<file path="config.mk">
export PLATFORM = sky130hd
export DESIGN_NAME = pipe_ctrl_regs_flat
export DESIGN_NICKNAME = d
export VERILOG_FILES = /design/src/rtl/pipe_pkg.sv /design/src/rtl/pipe_ctrl_regs_if.sv /design/src/rtl/pipe_stage_reg.sv /design/src/rtl/pipe_ctrl_regs.sv /design/src/flat_wrapper.sv
export SDC_FILE = /design/constraint.sdc
export NUM_CORES = 1
export LEC_CHECK = 0
export CORE_UTILIZATION = 40
export DETAILED_ROUTE_END_ITERATION = 6
export PLACE_DENSITY_LB_ADDON = 0.3
export SETUP_SLACK_MARGIN = 0.5
export SYNTH_ARGS = -nofsm -noshare
export SYNTH_HDL_FRONTEND = slang
export SYNTH_SLANG_ARGS = --single-unit
</file>
<file path="constraint.sdc">
create_clock -name clk -period 2.1 [get_ports clk]
set_input_delay 0.42 -clock clk [delete_from_list [all_inputs] [get_ports clk]]
set_output_delay 0.42 -clock clk [all_outputs]
set_load 0.01 [all_outputs]
</file>
<file path="src/rtl/pipe_pkg.sv">
// -----------------------------------------------------------------------------
// pipe_pkg
// Shared types and constants for the pipeline control register bank.
//   REG_W      : register-ID width of the 4-bit register file
//   NOP_INSTR  : encoding loaded into IF/ID on reset or branch clear
//   ctrl_t     : ID/EX control/ID bundle
//   BUBBLE     : all-zero ctrl_t, never a forwarding source
//   mw_ctrl_t  : reduced bundle carried through EX/MEM and MEM/WB
//   to_mw()    : drops source IDs that are dead after EX
// -----------------------------------------------------------------------------
package pipe_pkg;

    localparam int          REG_W     = 4;
    localparam logic [31:0] NOP_INSTR = 32'h0;

    typedef struct packed {
        logic [REG_W-1:0] rs;
        logic [REG_W-1:0] rt;
        logic [REG_W-1:0] wreg;
        logic             regwrite;
        logic             memtoreg;
        logic             valid;
    } ctrl_t;

    localparam ctrl_t BUBBLE = '0;

    // Source IDs are only consulted by the hazard unit in EX, so the later
    // stages carry just the destination side.
    typedef struct packed {
        logic [REG_W-1:0] wreg;
        logic             regwrite;
        logic             memtoreg;
        logic             valid;
    } mw_ctrl_t;

    function automatic mw_ctrl_t to_mw(input ctrl_t c);
        mw_ctrl_t m;
        m.wreg     = c.wreg;
        m.regwrite = c.regwrite;
        m.memtoreg = c.memtoreg;
        m.valid    = c.valid;
        return m;
    endfunction

endpackage

</file>
<file path="src/rtl/pipe_ctrl_regs_if.sv">
// -----------------------------------------------------------------------------
// pipe_ctrl_regs_if
// Bundle between the hazard unit / fetch-decode datapath (master) and the
// pipeline control register bank (slave).
//   Hazard controls : StallF, StallD, FlushE (all inverted sense: 1 = advance
//                     / load normally, 0 = hold / bubble)
//   Decode inputs   : InstrF, PCSrcD, PCBranchD, RsD, RtD, WriteRegD,
//                     RegWriteD, MemtoRegD, CntClr
//   Stage outputs   : PCF, InstrD, PCPlus1D, Valid{D,E,M,W}, RsE, RtE,
//                     WriteReg{E,M,W}, RegWrite{E,M,W}, MemtoReg{E,M,W}
//   Perf counters   : StallCnt, FlushCnt
// -----------------------------------------------------------------------------
interface pipe_ctrl_regs_if #(
    parameter int PC_W  = 16,
    parameter int REG_W = pipe_pkg::REG_W,
    parameter int CNT_W = 16
);
    logic             StallF;
    logic             StallD;
    logic             FlushE;
    logic [31:0]      InstrF;
    logic             PCSrcD;
    logic [PC_W-1:0]  PCBranchD;
    logic [REG_W-1:0] RsD;
    logic [REG_W-1:0] RtD;
    logic [REG_W-1:0] WriteRegD;
    logic             RegWriteD;
    logic             MemtoRegD;
    logic             CntClr;

    logic [PC_W-1:0]  PCF;
    logic [31:0]      InstrD;
    logic [PC_W-1:0]  PCPlus1D;
    logic             ValidD;
    logic             ValidE;
    logic             ValidM;
    logic             ValidW;
    logic [REG_W-1:0] RsE;
    logic [REG_W-1:0] RtE;
    logic [REG_W-1:0] WriteRegE;
    logic             RegWriteE;
    logic             MemtoRegE;
    logic [REG_W-1:0] WriteRegM;
    logic             RegWriteM;
    logic             MemtoRegM;
    logic [REG_W-1:0] WriteRegW;
    logic             RegWriteW;
    logic             MemtoRegW;
    logic [CNT_W-1:0] StallCnt;
    logic [CNT_W-1:0] FlushCnt;

    modport master (
        output StallF, StallD, FlushE, InstrF, PCSrcD, PCBranchD,
               RsD, RtD, WriteRegD, RegWriteD, MemtoRegD, CntClr,
        input  PCF, InstrD, PCPlus1D, ValidD, ValidE, ValidM, ValidW,
               RsE, RtE, WriteRegE, RegWriteE, MemtoRegE,
               WriteRegM, RegWriteM, MemtoRegM,
               WriteRegW, RegWriteW, MemtoRegW, StallCnt, FlushCnt
    );

    modport slave (
        input  StallF, StallD, FlushE, InstrF, PCSrcD, PCBranchD,
               RsD, RtD, WriteRegD, RegWriteD, MemtoRegD, CntClr,
        output PCF, InstrD, PCPlus1D, ValidD, ValidE, ValidM, ValidW,
               RsE, RtE, WriteRegE, RegWriteE, MemtoRegE,
               WriteRegM, RegWriteM, MemtoRegM,
               WriteRegW, RegWriteW, MemtoRegW, StallCnt, FlushCnt
    );

endinterface

</file>
<file path="src/rtl/pipe_stage_reg.sv">
// -----------------------------------------------------------------------------
// pipe_stage_reg
// Generic pipeline register with enable and synchronous clear.
//   clk, rst_n : clock, asynchronous active-low reset to RST_VAL
//   en         : 1 = capture on this edge, 0 = hold
//   clr        : when enabled, load RST_VAL instead of d (bubble / squash)
//   d, q       : W-bit data in / out
// Hold has priority over clear, so a stalled stage is never squashed.
// -----------------------------------------------------------------------------
module pipe_stage_reg #(
    parameter int           W       = 1,
    parameter logic [W-1:0] RST_VAL = '0
) (
    input  logic         clk,
    input  logic         rst_n,
    input  logic         en,
    input  logic         clr,
    input  logic [W-1:0] d,
    output logic [W-1:0] q
);

    // NOTE: sequential state uses non-blocking assignments so every register
    // samples pre-edge values regardless of block evaluation order.
    always_ff @(posedge clk or negedge rst_n) begin
        if (!rst_n) begin
            q <= RST_VAL;
        end else if (en) begin
            q <= clr ? RST_VAL : d;
        end
    end

endmodule

</file>
<file path="src/rtl/pipe_ctrl_regs.sv">
// -----------------------------------------------------------------------------
// pipe_ctrl_regs
// PC, IF/ID, ID/EX, EX/MEM, MEM/WB control registers of the 5-stage core plus
// saturating stall / branch-flush performance counters.
//   clk   : core clock
//   rst_n : asynchronous active-low reset; invalidates every stage at once
//   bus   : pipe_ctrl_regs_if slave (hazard controls in, stage IDs/control out)
// -----------------------------------------------------------------------------
module pipe_ctrl_regs
    import pipe_pkg::ctrl_t, pipe_pkg::mw_ctrl_t, pipe_pkg::BUBBLE,
           pipe_pkg::NOP_INSTR, pipe_pkg::to_mw;
#(
    parameter int              PC_W     = 16,
    parameter int              REG_W    = 4,   // must equal pipe_pkg::REG_W
    parameter logic [PC_W-1:0] RESET_PC = '0,
    parameter int              CNT_W    = 16
) (
    input  logic                 clk,
    input  logic                 rst_n,
    pipe_ctrl_regs_if.slave      bus
);

    localparam int              IFID_W  = 32 + PC_W + 1;
    localparam logic [CNT_W-1:0] CNT_MAX = '1;

    // ---------------------------------------------------------------- PC
    logic [PC_W-1:0] pc_f;
    logic [PC_W-1:0] pc_plus1;

    assign pc_plus1 = pc_f + 1'b1;   // wraps mod 2^PC_W

    always_ff @(posedge clk or negedge rst_n) begin
        if (!rst_n) begin
            pc_f <= RESET_PC;
        end else if (bus.StallF) begin
            pc_f <= bus.PCSrcD ? bus.PCBranchD : pc_plus1;
        end
    end

    // ---------------------------------------------------------------- IF/ID
    // A taken branch squashes the instruction fetched behind it, but only if
    // IF/ID is allowed to move this cycle.
    logic [IFID_W-1:0] if_id_d;
    logic [IFID_W-1:0] if_id_q;
    logic [31:0]       instr_d;
    logic [PC_W-1:0]   pcp1_d;
    logic              valid_d;

    assign if_id_d = {bus.InstrF, pc_plus1, 1'b1};

    pipe_stage_reg #(
        .W       (IFID_W),
        .RST_VAL ({NOP_INSTR, {PC_W{1'b0}}, 1'b0})
    ) u_if_id (
        .clk   (clk),
        .rst_n (rst_n),
        .en    (bus.StallD),
        .clr   (bus.PCSrcD),
        .d     (if_id_d),
        .q     (if_id_q)
    );

    assign {instr_d, pcp1_d, valid_d} = if_id_q;

    // ---------------------------------------------------------------- ID/EX
    logic [REG_W-1:0] rs_d;
    logic [REG_W-1:0] rt_d;
    logic [REG_W-1:0] wreg_d;
    ctrl_t            id_ex_d;
    ctrl_t            id_ex_q;

    assign rs_d   = bus.RsD;
    assign rt_d   = bus.RtD;
    assign wreg_d = bus.WriteRegD;

    // NOTE: every field is assigned before use, so no latch can be inferred.
    always_comb begin
        id_ex_d          = BUBBLE;
        id_ex_d.rs       = rs_d;
        id_ex_d.rt       = rt_d;
        id_ex_d.wreg     = wreg_d;
        // A squashed IF/ID slot must never write the register file.
        id_ex_d.regwrite = bus.RegWriteD & valid_d;
        id_ex_d.memtoreg = bus.MemtoRegD & valid_d;
        id_ex_d.valid    = valid_d;
    end

    pipe_stage_reg #(
        .W       ($bits(ctrl_t)),
        .RST_VAL (BUBBLE)
    ) u_id_ex (
        .clk   (clk),
        .rst_n (rst_n),
        .en    (1'b1),
        .clr   (~bus.FlushE),   // inverted sense: 0 inserts a bubble
        .d     (id_ex_d),
        .q     (id_ex_q)
    );

    // ---------------------------------------------------------------- EX/MEM, MEM/WB
    mw_ctrl_t ex_mem_q;
    mw_ctrl_t mem_wb_q;

    pipe_stage_reg #(
        .W       ($bits(mw_ctrl_t)),
        .RST_VAL ('0)
    ) u_ex_mem (
        .clk   (clk),
        .rst_n (rst_n),
        .en    (1'b1),
        .clr   (1'b0),
        .d     (to_mw(id_ex_q)),
        .q     (ex_mem_q)
    );

    pipe_stage_reg #(
        .W       ($bits(mw_ctrl_t)),
        .RST_VAL ('0)
    ) u_mem_wb (
        .clk   (clk),
        .rst_n (rst_n),
        .en    (1'b1),
        .clr   (1'b0),
        .d     (ex_mem_q),
        .q     (mem_wb_q)
    );

    // ---------------------------------------------------------------- counters
    // Clear wins over increment; both stick at all-ones instead of wrapping.
    logic [CNT_W-1:0] stall_cnt;
    logic [CNT_W-1:0] flush_cnt;

    always_ff @(posedge clk or negedge rst_n) begin
        if (!rst_n) begin
            stall_cnt <= '0;
            flush_cnt <= '0;
        end else if (bus.CntClr) begin
            stall_cnt <= '0;
            flush_cnt <= '0;
        end else begin
            if (!bus.StallD && stall_cnt != CNT_MAX) begin
                stall_cnt <= stall_cnt + 1'b1;
            end
            if (bus.StallD && bus.PCSrcD && flush_cnt != CNT_MAX) begin
                flush_cnt <= flush_cnt + 1'b1;
            end
        end
    end

    // ---------------------------------------------------------------- outputs
    assign bus.PCF       = pc_f;
    assign bus.InstrD    = instr_d;
    assign bus.PCPlus1D  = pcp1_d;
    assign bus.ValidD    = valid_d;

    assign bus.RsE       = id_ex_q.rs;
    assign bus.RtE       = id_ex_q.rt;
    assign bus.WriteRegE = id_ex_q.wreg;
    assign bus.RegWriteE = id_ex_q.regwrite;
    assign bus.MemtoRegE = id_ex_q.memtoreg;
    assign bus.ValidE    = id_ex_q.valid;

    assign bus.WriteRegM = ex_mem_q.wreg;
    assign bus.RegWriteM = ex_mem_q.regwrite;
    assign bus.MemtoRegM = ex_mem_q.memtoreg;
    assign bus.ValidM    = ex_mem_q.valid;

    assign bus.WriteRegW = mem_wb_q.wreg;
    assign bus.RegWriteW = mem_wb_q.regwrite;
    assign bus.MemtoRegW = mem_wb_q.memtoreg;
    assign bus.ValidW    = mem_wb_q.valid;

    assign bus.StallCnt  = stall_cnt;
    assign bus.FlushCnt  = flush_cnt;

endmodule

</file>
<file path="src/flat_wrapper.sv">
// flat-port wrapper written by rule: the top's interface ports become plain ports
module pipe_ctrl_regs_flat import pipe_pkg::ctrl_t, pipe_pkg::mw_ctrl_t, pipe_pkg::BUBBLE,
           pipe_pkg::NOP_INSTR, pipe_pkg::to_mw;
#(
    parameter int              PC_W     = 16,
    parameter int              REG_W    = 4,                                
    parameter logic [PC_W-1:0] RESET_PC = '0,
    parameter int              CNT_W    = 16
)
  (clk, rst_n, bus_StallF, bus_StallD, bus_FlushE, bus_InstrF, bus_PCSrcD, bus_PCBranchD, bus_RsD, bus_RtD, bus_WriteRegD, bus_RegWriteD, bus_MemtoRegD, bus_CntClr, bus_PCF, bus_InstrD, bus_PCPlus1D, bus_ValidD, bus_ValidE, bus_ValidM, bus_ValidW, bus_RsE, bus_RtE, bus_WriteRegE, bus_RegWriteE, bus_MemtoRegE, bus_WriteRegM, bus_RegWriteM, bus_MemtoRegM, bus_WriteRegW, bus_RegWriteW, bus_MemtoRegW, bus_StallCnt, bus_FlushCnt);
  pipe_ctrl_regs_if #(.PC_W(PC_W), .REG_W(REG_W), .CNT_W(CNT_W)) bus_i ();
  input  logic clk;
  input  logic rst_n;
  input wire logic [$bits(bus_i.StallF)-1:0] bus_StallF;
  input wire logic [$bits(bus_i.StallD)-1:0] bus_StallD;
  input wire logic [$bits(bus_i.FlushE)-1:0] bus_FlushE;
  input wire logic [$bits(bus_i.InstrF)-1:0] bus_InstrF;
  input wire logic [$bits(bus_i.PCSrcD)-1:0] bus_PCSrcD;
  input wire logic [$bits(bus_i.PCBranchD)-1:0] bus_PCBranchD;
  input wire logic [$bits(bus_i.RsD)-1:0] bus_RsD;
  input wire logic [$bits(bus_i.RtD)-1:0] bus_RtD;
  input wire logic [$bits(bus_i.WriteRegD)-1:0] bus_WriteRegD;
  input wire logic [$bits(bus_i.RegWriteD)-1:0] bus_RegWriteD;
  input wire logic [$bits(bus_i.MemtoRegD)-1:0] bus_MemtoRegD;
  input wire logic [$bits(bus_i.CntClr)-1:0] bus_CntClr;
  output wire logic [$bits(bus_i.PCF)-1:0] bus_PCF;
  output wire logic [$bits(bus_i.InstrD)-1:0] bus_InstrD;
  output wire logic [$bits(bus_i.PCPlus1D)-1:0] bus_PCPlus1D;
  output wire logic [$bits(bus_i.ValidD)-1:0] bus_ValidD;
  output wire logic [$bits(bus_i.ValidE)-1:0] bus_ValidE;
  output wire logic [$bits(bus_i.ValidM)-1:0] bus_ValidM;
  output wire logic [$bits(bus_i.ValidW)-1:0] bus_ValidW;
  output wire logic [$bits(bus_i.RsE)-1:0] bus_RsE;
  output wire logic [$bits(bus_i.RtE)-1:0] bus_RtE;
  output wire logic [$bits(bus_i.WriteRegE)-1:0] bus_WriteRegE;
  output wire logic [$bits(bus_i.RegWriteE)-1:0] bus_RegWriteE;
  output wire logic [$bits(bus_i.MemtoRegE)-1:0] bus_MemtoRegE;
  output wire logic [$bits(bus_i.WriteRegM)-1:0] bus_WriteRegM;
  output wire logic [$bits(bus_i.RegWriteM)-1:0] bus_RegWriteM;
  output wire logic [$bits(bus_i.MemtoRegM)-1:0] bus_MemtoRegM;
  output wire logic [$bits(bus_i.WriteRegW)-1:0] bus_WriteRegW;
  output wire logic [$bits(bus_i.RegWriteW)-1:0] bus_RegWriteW;
  output wire logic [$bits(bus_i.MemtoRegW)-1:0] bus_MemtoRegW;
  output wire logic [$bits(bus_i.StallCnt)-1:0] bus_StallCnt;
  output wire logic [$bits(bus_i.FlushCnt)-1:0] bus_FlushCnt;
  assign bus_i.StallF = bus_StallF;
  assign bus_i.StallD = bus_StallD;
  assign bus_i.FlushE = bus_FlushE;
  assign bus_i.InstrF = bus_InstrF;
  assign bus_i.PCSrcD = bus_PCSrcD;
  assign bus_i.PCBranchD = bus_PCBranchD;
  assign bus_i.RsD = bus_RsD;
  assign bus_i.RtD = bus_RtD;
  assign bus_i.WriteRegD = bus_WriteRegD;
  assign bus_i.RegWriteD = bus_RegWriteD;
  assign bus_i.MemtoRegD = bus_MemtoRegD;
  assign bus_i.CntClr = bus_CntClr;
  assign bus_PCF = bus_i.PCF;
  assign bus_InstrD = bus_i.InstrD;
  assign bus_PCPlus1D = bus_i.PCPlus1D;
  assign bus_ValidD = bus_i.ValidD;
  assign bus_ValidE = bus_i.ValidE;
  assign bus_ValidM = bus_i.ValidM;
  assign bus_ValidW = bus_i.ValidW;
  assign bus_RsE = bus_i.RsE;
  assign bus_RtE = bus_i.RtE;
  assign bus_WriteRegE = bus_i.WriteRegE;
  assign bus_RegWriteE = bus_i.RegWriteE;
  assign bus_MemtoRegE = bus_i.MemtoRegE;
  assign bus_WriteRegM = bus_i.WriteRegM;
  assign bus_RegWriteM = bus_i.RegWriteM;
  assign bus_MemtoRegM = bus_i.MemtoRegM;
  assign bus_WriteRegW = bus_i.WriteRegW;
  assign bus_RegWriteW = bus_i.RegWriteW;
  assign bus_MemtoRegW = bus_i.MemtoRegW;
  assign bus_StallCnt = bus_i.StallCnt;
  assign bus_FlushCnt = bus_i.FlushCnt;
  pipe_ctrl_regs #(.PC_W(PC_W), .REG_W(REG_W), .RESET_PC(RESET_PC), .CNT_W(CNT_W)) u_core (.clk(clk), .rst_n(rst_n), .bus(bus_i));
endmodule
</file>
Word level (Yosys, flattened, before mapping)

Index checks and enable logic that the tools add are counted.

Register bits: 126
Latch bits: 0
RAM bits: 0
ROM bits: 0
Input port bits: 69
Output and inout bits: 126
Logic and storage cells: 27
Memories: 0

Add/sub/neg operators: 3
$mul: 0
Div/mod/pow operators: 0
$lt $le $gt $ge: 0
Equality and inequality tests: 2
Shift operators: 0
Mux-type cells: 7
Bitwise operators: 2
Reductions and logical operators: 6

Operators by type and width:

| cell                                           | count |
|---|---|
| two-way mux 16 bit                             | 5 |
| two-way mux 49 bit                             | 1 |
| adder 16 x 1 -> 16 bit (second input constant) | 3 |
| != test 16 bit (second input constant)         | 2 |
| two-way mux 15 bit                             | 1 |
| nonzero test 2 bit                             | 2 |
| logical AND 1 bit                              | 3 |
| bitwise AND 1 bit                              | 2 |
| zero test 1 bit                                | 1 |

Longest topological paths before layout

Depth after elaboration: 4
Gate-level depth with buffers: 6
Gate-level depth less buffers: 5

Hierarchy

Synthesis repeated with hierarchy kept, for this count alone.

Cells, all modules: 682
Area total of the unflattened synthesis: 6429.9 µm²

Modules (own cells, without submodules):

| module                               | times used | cells an instance | area each (µm²) | sequential area each (µm²) |
|---|---|---|---|---|
| pipe_ctrl_regs                       | 1          | 348               | 3039.2          | 1201.2 |
| pipe_stage_reg (u_core.u_if_id)      | 1          | 212               | 2139.6          | 1226.2 |
| pipe_stage_reg (u_core.u_id_ex)      | 1          | 64                | 650.6           | 375.4 |
| pipe_stage_reg (u_core.u_ex_mem ...) | 2          | 29                | 300.3           | 175.2 |

Worst setup path after synthesis

No wires, ideal clock.

Kind: register to register
From: register u_core.flush_cnt[3] (netlist: u_core.bus.FlushCnt[3])
To: register u_core.flush_cnt[0] (netlist: u_core.bus.FlushCnt[0])
Setup time: 0.125 ns
Arrival time: 1.667 ns
Required time: 1.975 ns
Slack: 0.309 ns
Stages on the path, launching flop included: 7
Path buffers: 2
Period minus slack after synthesis: 1.791 ns
Cell sequence: dfrtp_1 -> and4_1 -> buf_2 -> and3_1 -> buf_2 -> a211oi_2 -> mux2_2

Cells in the longest elaborated chain, start to end: 3

Ends and longest elaborated chain:

| what                                | line                  | text |
|---|---|---|
| start: declaration                  | pipe_ctrl_regs.sv:131 | `logic [CNT_W-1:0] flush_cnt;` |
| start signal: assignment            | pipe_ctrl_regs.sv:145 | `flush_cnt <= flush_cnt + 1'b1;` |
| != test 16 bit                      | pipe_ctrl_regs.sv:144 | `if (bus.StallD && bus.PCSrcD && flush_cnt != CNT_MAX) begin` |
| logical AND 1 bit                   | pipe_ctrl_regs.sv:144 |  |
| nonzero test 2 bit (no source line) | -                     |  |

No other way between the ends.
A chain may end at the register's enable or synchronous reset.

Final worst setup path

From: register u_core.stall_cnt[0] (netlist: u_core.bus.StallCnt[0])
To: register u_core.stall_cnt[5] (netlist: u_core.bus.StallCnt[5])

Cells in the longest elaborated chain, start to end: 3
Elaborated cells between the ends (all ways): 6
Those cells by class: add/sub (1); eq/ne (1); mux (2); reduce/logical (2)

Ends and longest elaborated chain:

| what                                                            | line                                         | text |
|---|---|---|
| start: declaration                                              | pipe_ctrl_regs.sv:130                        | `logic [CNT_W-1:0] stall_cnt;` |
| start signal: assignment                                        | pipe_ctrl_regs.sv:142                        | `stall_cnt <= stall_cnt + 1'b1;` |
| adder 16 x 1 -> 16 bit / != test 16 bit (equally long branches) | pipe_ctrl_regs.sv:142, pipe_ctrl_regs.sv:141 |  |
| two-way mux 16 bit / logical AND 1 bit (equally long branches)  | pipe_ctrl_regs.sv:141                        | `if (!bus.StallD && stall_cnt != CNT_MAX) begin` |
| two-way mux 16 bit / nonzero test 2 bit (equally long branches) | -                                            |  |

Several ways; a longest one is shown, not always the timed one. The select of a mux whose other input is x is not followed.

==> metrics.txt <==
Congestion Overflow GR=0; Max Buffers Root-to-Sink=2; layout cells sized above 1=32.6%; per-cell routed wire length=between 15 and 20 µm; Setup crit start kind=flip-flop; wire length of the first global-routing pass=~27 mm; floorplan row count=43; Area growth syn-to-layout=62.2%; synthesis-stage register bit count=126; leakage power figure=between 4 and 5 nW; insertion delay to the later sink of the worst-skew pair=roughly 410 ps; horizontal extent of the die=around 120 µm; unrepaired setup endpoints after global routing=yes; run status=finished clean; area of the placeable core=14100 µm²; final core area utilization=between 60% and 70%; Setup crit end kind=flip-flop; cell with the most instances after synthesis=sky130_fd_sc_hd__dfrtp_1; post-synth top area share=about 54%; buffers added on ports=a little under 200; layer with the highest usage after global routing=met2; worst clock skew on the final layout=around 7.4 ps; total negative slack for setup checks=0 ps; count of clock tree sinks=126; pin count of the biggest net entering global routing=70; TritonCTS clock tree=yes; total clock buffers created by CTS=17; critical register-to-register path startpoint=u_core.bus.StallCnt[0]$_DFFE_PN0P_; post-synth design cell area=just under 6000 µm²; Arr. time, crit path=1970 ps; endpoint of the lowest-slack register-to-register path=u_core.bus.StallCnt[5]$_DFFE_PN0P_; number of search-and-repair iterations in the first detailed-routing pass=5; Vias/cell=approximately 5.4; Synth area leaders=sky130_fd_sc_hd__dfrtp_1 (54%), sky130_fd_sc_hd__a31o_2 (4.8%), sky130_fd_sc_hd__nor2b_1 (4.3%), sky130_fd_sc_hd__a21oi_1 (2.4%), sky130_fd_sc_hd__o2bb2ai_1 (2.2%); slew at the pin with the worst max-slew slack=643 ps; Final nets=roughly 900; DIE HEIGHT=roughly 120 µm; initial antenna violation count=0; portion of the post-synthesis area used by sequential elements=a little over half; final setup violation count=0; top post-synthesis cells by count=sky130_fd_sc_hd__dfrtp_1 (126), sky130_fd_sc_hd__nor2b_1 (40), sky130_fd_sc_hd__a31o_2 (32); top-level I/O count=slightly below 200; clock-pin slew on the worst setup and hold paths=50 ps; Root Buffer Master=sky130_fd_sc_hd__clkbuf_16; residual DRC count=0; largest voltage drop on the vdd net=roughly 0.53 mV; Final Hold Vio Count=0; met3 GRT Util=6.46%; remaining antenna violation count after routing=0; critical path type=reg -> reg; total of hold buffers inserted after clock tree synthesis=0; routed via count=between 5000 and 6000; post-synthesis instance total=between 500 and 600; launch point of the worst path=u_core.bus.StallCnt[0]$_DFFE_PN0P_; share of synthesized registers carrying an async set or reset=100%; number of cell instances on the worst register-to-register path=6; starting density of the core=between 40% and 50%; level count of the clock H-tree=4; antenna cell count=0; post-synth top area cell=sky130_fd_sc_hd__dfrtp_1; Max transition margin=57.1%; required time of the critical path=2430 ps; max cap viols=0; Synth warnings=0; critical path fanouts, max=7; final max-slew violation count=0; die area=~15000 µm²; number of nets produced by synthesis=607; number of distinct library cell variants in the gate-level netlist after synthesis=63; final WL=roughly 18 mm; GR Layer Usage met2=approximately 40%; average cell area after synthesis=approximately 11 µm²; M1 GR Usage=between 20 and 30%; setup slack on the worst flop-to-flop path=between 400 and 500 ps; GPL Wtd Cong=between 0.8 and 0.9; time the final worst path needs with I/O delays and setup=1640 ps; vias in the first global route=between 5000 and 6000; final HPWL from detailed placement=approximately 11 mm; fmax=between 600 and 700 MHz; total global routing track utilization=23.5%; commonest register cell after synthesis=sky130_fd_sc_hd__dfrtp_1; number of enable-type register cells in the synthesized netlist=0; First DRT Iteration DRCs=330; Power Density=702 nW/µm²; fraction of the cycle the final worst path needs=slightly below 80%; worst hold-check path type=in -> async
-- worst max-delay path: stages (launching register included) --
cell and delay, ps:
sky130_fd_sc_hd__dfrtp_2 450, sky130_fd_sc_hd__ha_4 200, sky130_fd_sc_hd__nand4_1 130, sky130_fd_sc_hd__nor4_4 60, sky130_fd_sc_hd__buf_4 170, sky130_fd_sc_hd__or4_1 410, sky130_fd_sc_hd__a21oi_1 140
-- worst max path at each step --
stage               cells past startpoint                                   to
CTS                                     1                           bus_PCF[3]
finish                                  6   u_core.bus.StallCnt[5]$_DFFE_PN0P_
global route                            5  u_core.bus.StallCnt[10]$_DFFE_PN0P_
floorplan                               6   u_core.bus.FlushCnt[0]$_DFFE_PN0P_
global placement                        5   u_core.bus.FlushCnt[5]$_DFFE_PN0P_
detailed placement                      5   u_core.bus.FlushCnt[5]$_DFFE_PN0P_
-- logic make-up (layout without fill, tap and decap cells) --
group | after synthesis | after routing | synth area share [%]
xor gates and xnor gates | 14 | 14 | 2.09
DFF | 126 | 126 | 53.8
muxes | 15 | 15 | 2.78
AOI/OAI and AO/OA | 136 | 136 | 16.8
and+or+nand+nor | 193 | 195 | 20.6
adders and majority gates | 3 | 3 | 0.641
buffers and inverters | 48 | 340 | 3.31
-- layout make-up --
cell class | instances | area (µm²)
tap | 180 | 225
clock inverter | 6 | 58.8
clock buffer | 25 | 505
inverter | 12 | 45.0
multi-input combinational | 363 | 2830
timing repair buffer | 297 | 2640
sequential | 126 | 3190
fill | 1092 | 4590
-- sequential cells by signal (all words and copies together), names as in the netlist --
signal and count:
u_core.bus.StallCnt 16, u_core.bus.FlushCnt 16, u_core.u_ex_mem.q 7, u_core.u_mem_wb.q 7, u_core.u_if_id.q 49, u_core.u_id_ex.q 15, u_core.bus.PCF 16
-- metal layers --
| layer | share of wire (%) | wire length, µm |
|---|---|---|
| met4 | 2.7 | 479 |
| met3 | 5.1 | 910 |
| met2 | 52 | 9340 |
| met1 | 40 | 7210 |
| met5 | 0 | 0 |
-- cells in the final DEF (no fill, tap or decap), drive strengths merged, types with 3 or more instances in the layout --
cell type / n
dfrtp: 126
dlygate4sd2: 108
buf: 106
clkdlybuf4s50: 66
nor2b: 40
a31o: 32
nor2: 30
a21oi: 28
clkbuf: 27
nand2: 25
o21ai: 18
o2bb2ai: 15
clkdlybuf4s15: 15
nand3: 15
nand4: 14
and2: 13
xnor2: 12
nor4: 12
nor3: 11
and3: 11
inv: 10
mux2: 10
a31oi: 8
o31ai: 7
clkinv: 7
or3: 6
mux2i: 5
or4: 5
a211oi: 4
o21a: 3
o22a: 3
nand2b: 3
a22oi: 3
ha: 3
-- stage by stage --
stage	power [mW]	instance area (µm²)	std cells	hold WS (ps)	worst slack, ps
2_1_floorplan	3.22	5920	535	124	369
3_3_place_gp	3.84	8100	892	357	112
3_5_place_dp	3.87	8100	892	359	43.0
4_1_cts	6.63	8970	967	1.46	435
5_1_grt	6.95	9500	1009	15.4	362
6_report	6.67	9500	1009	0.764	465
-- power by group --
group | internal, mW | switching [mW]
Sequential | 2.61 | 0.135
Combinational | 0.606 | 0.556
Clock | 1.77 | 0.997
Total | 4.98 | 1.69
-- timing repair --
item	CTS	global route
buffers inserted	44	39
hold endpoints to repair	0	0
gates cloned	0	3
pin swaps	21	34
resized for setup	177	67
endpoints found under the setup margin	155	56
Note: power is estimated with default switching activity, not from simulation.
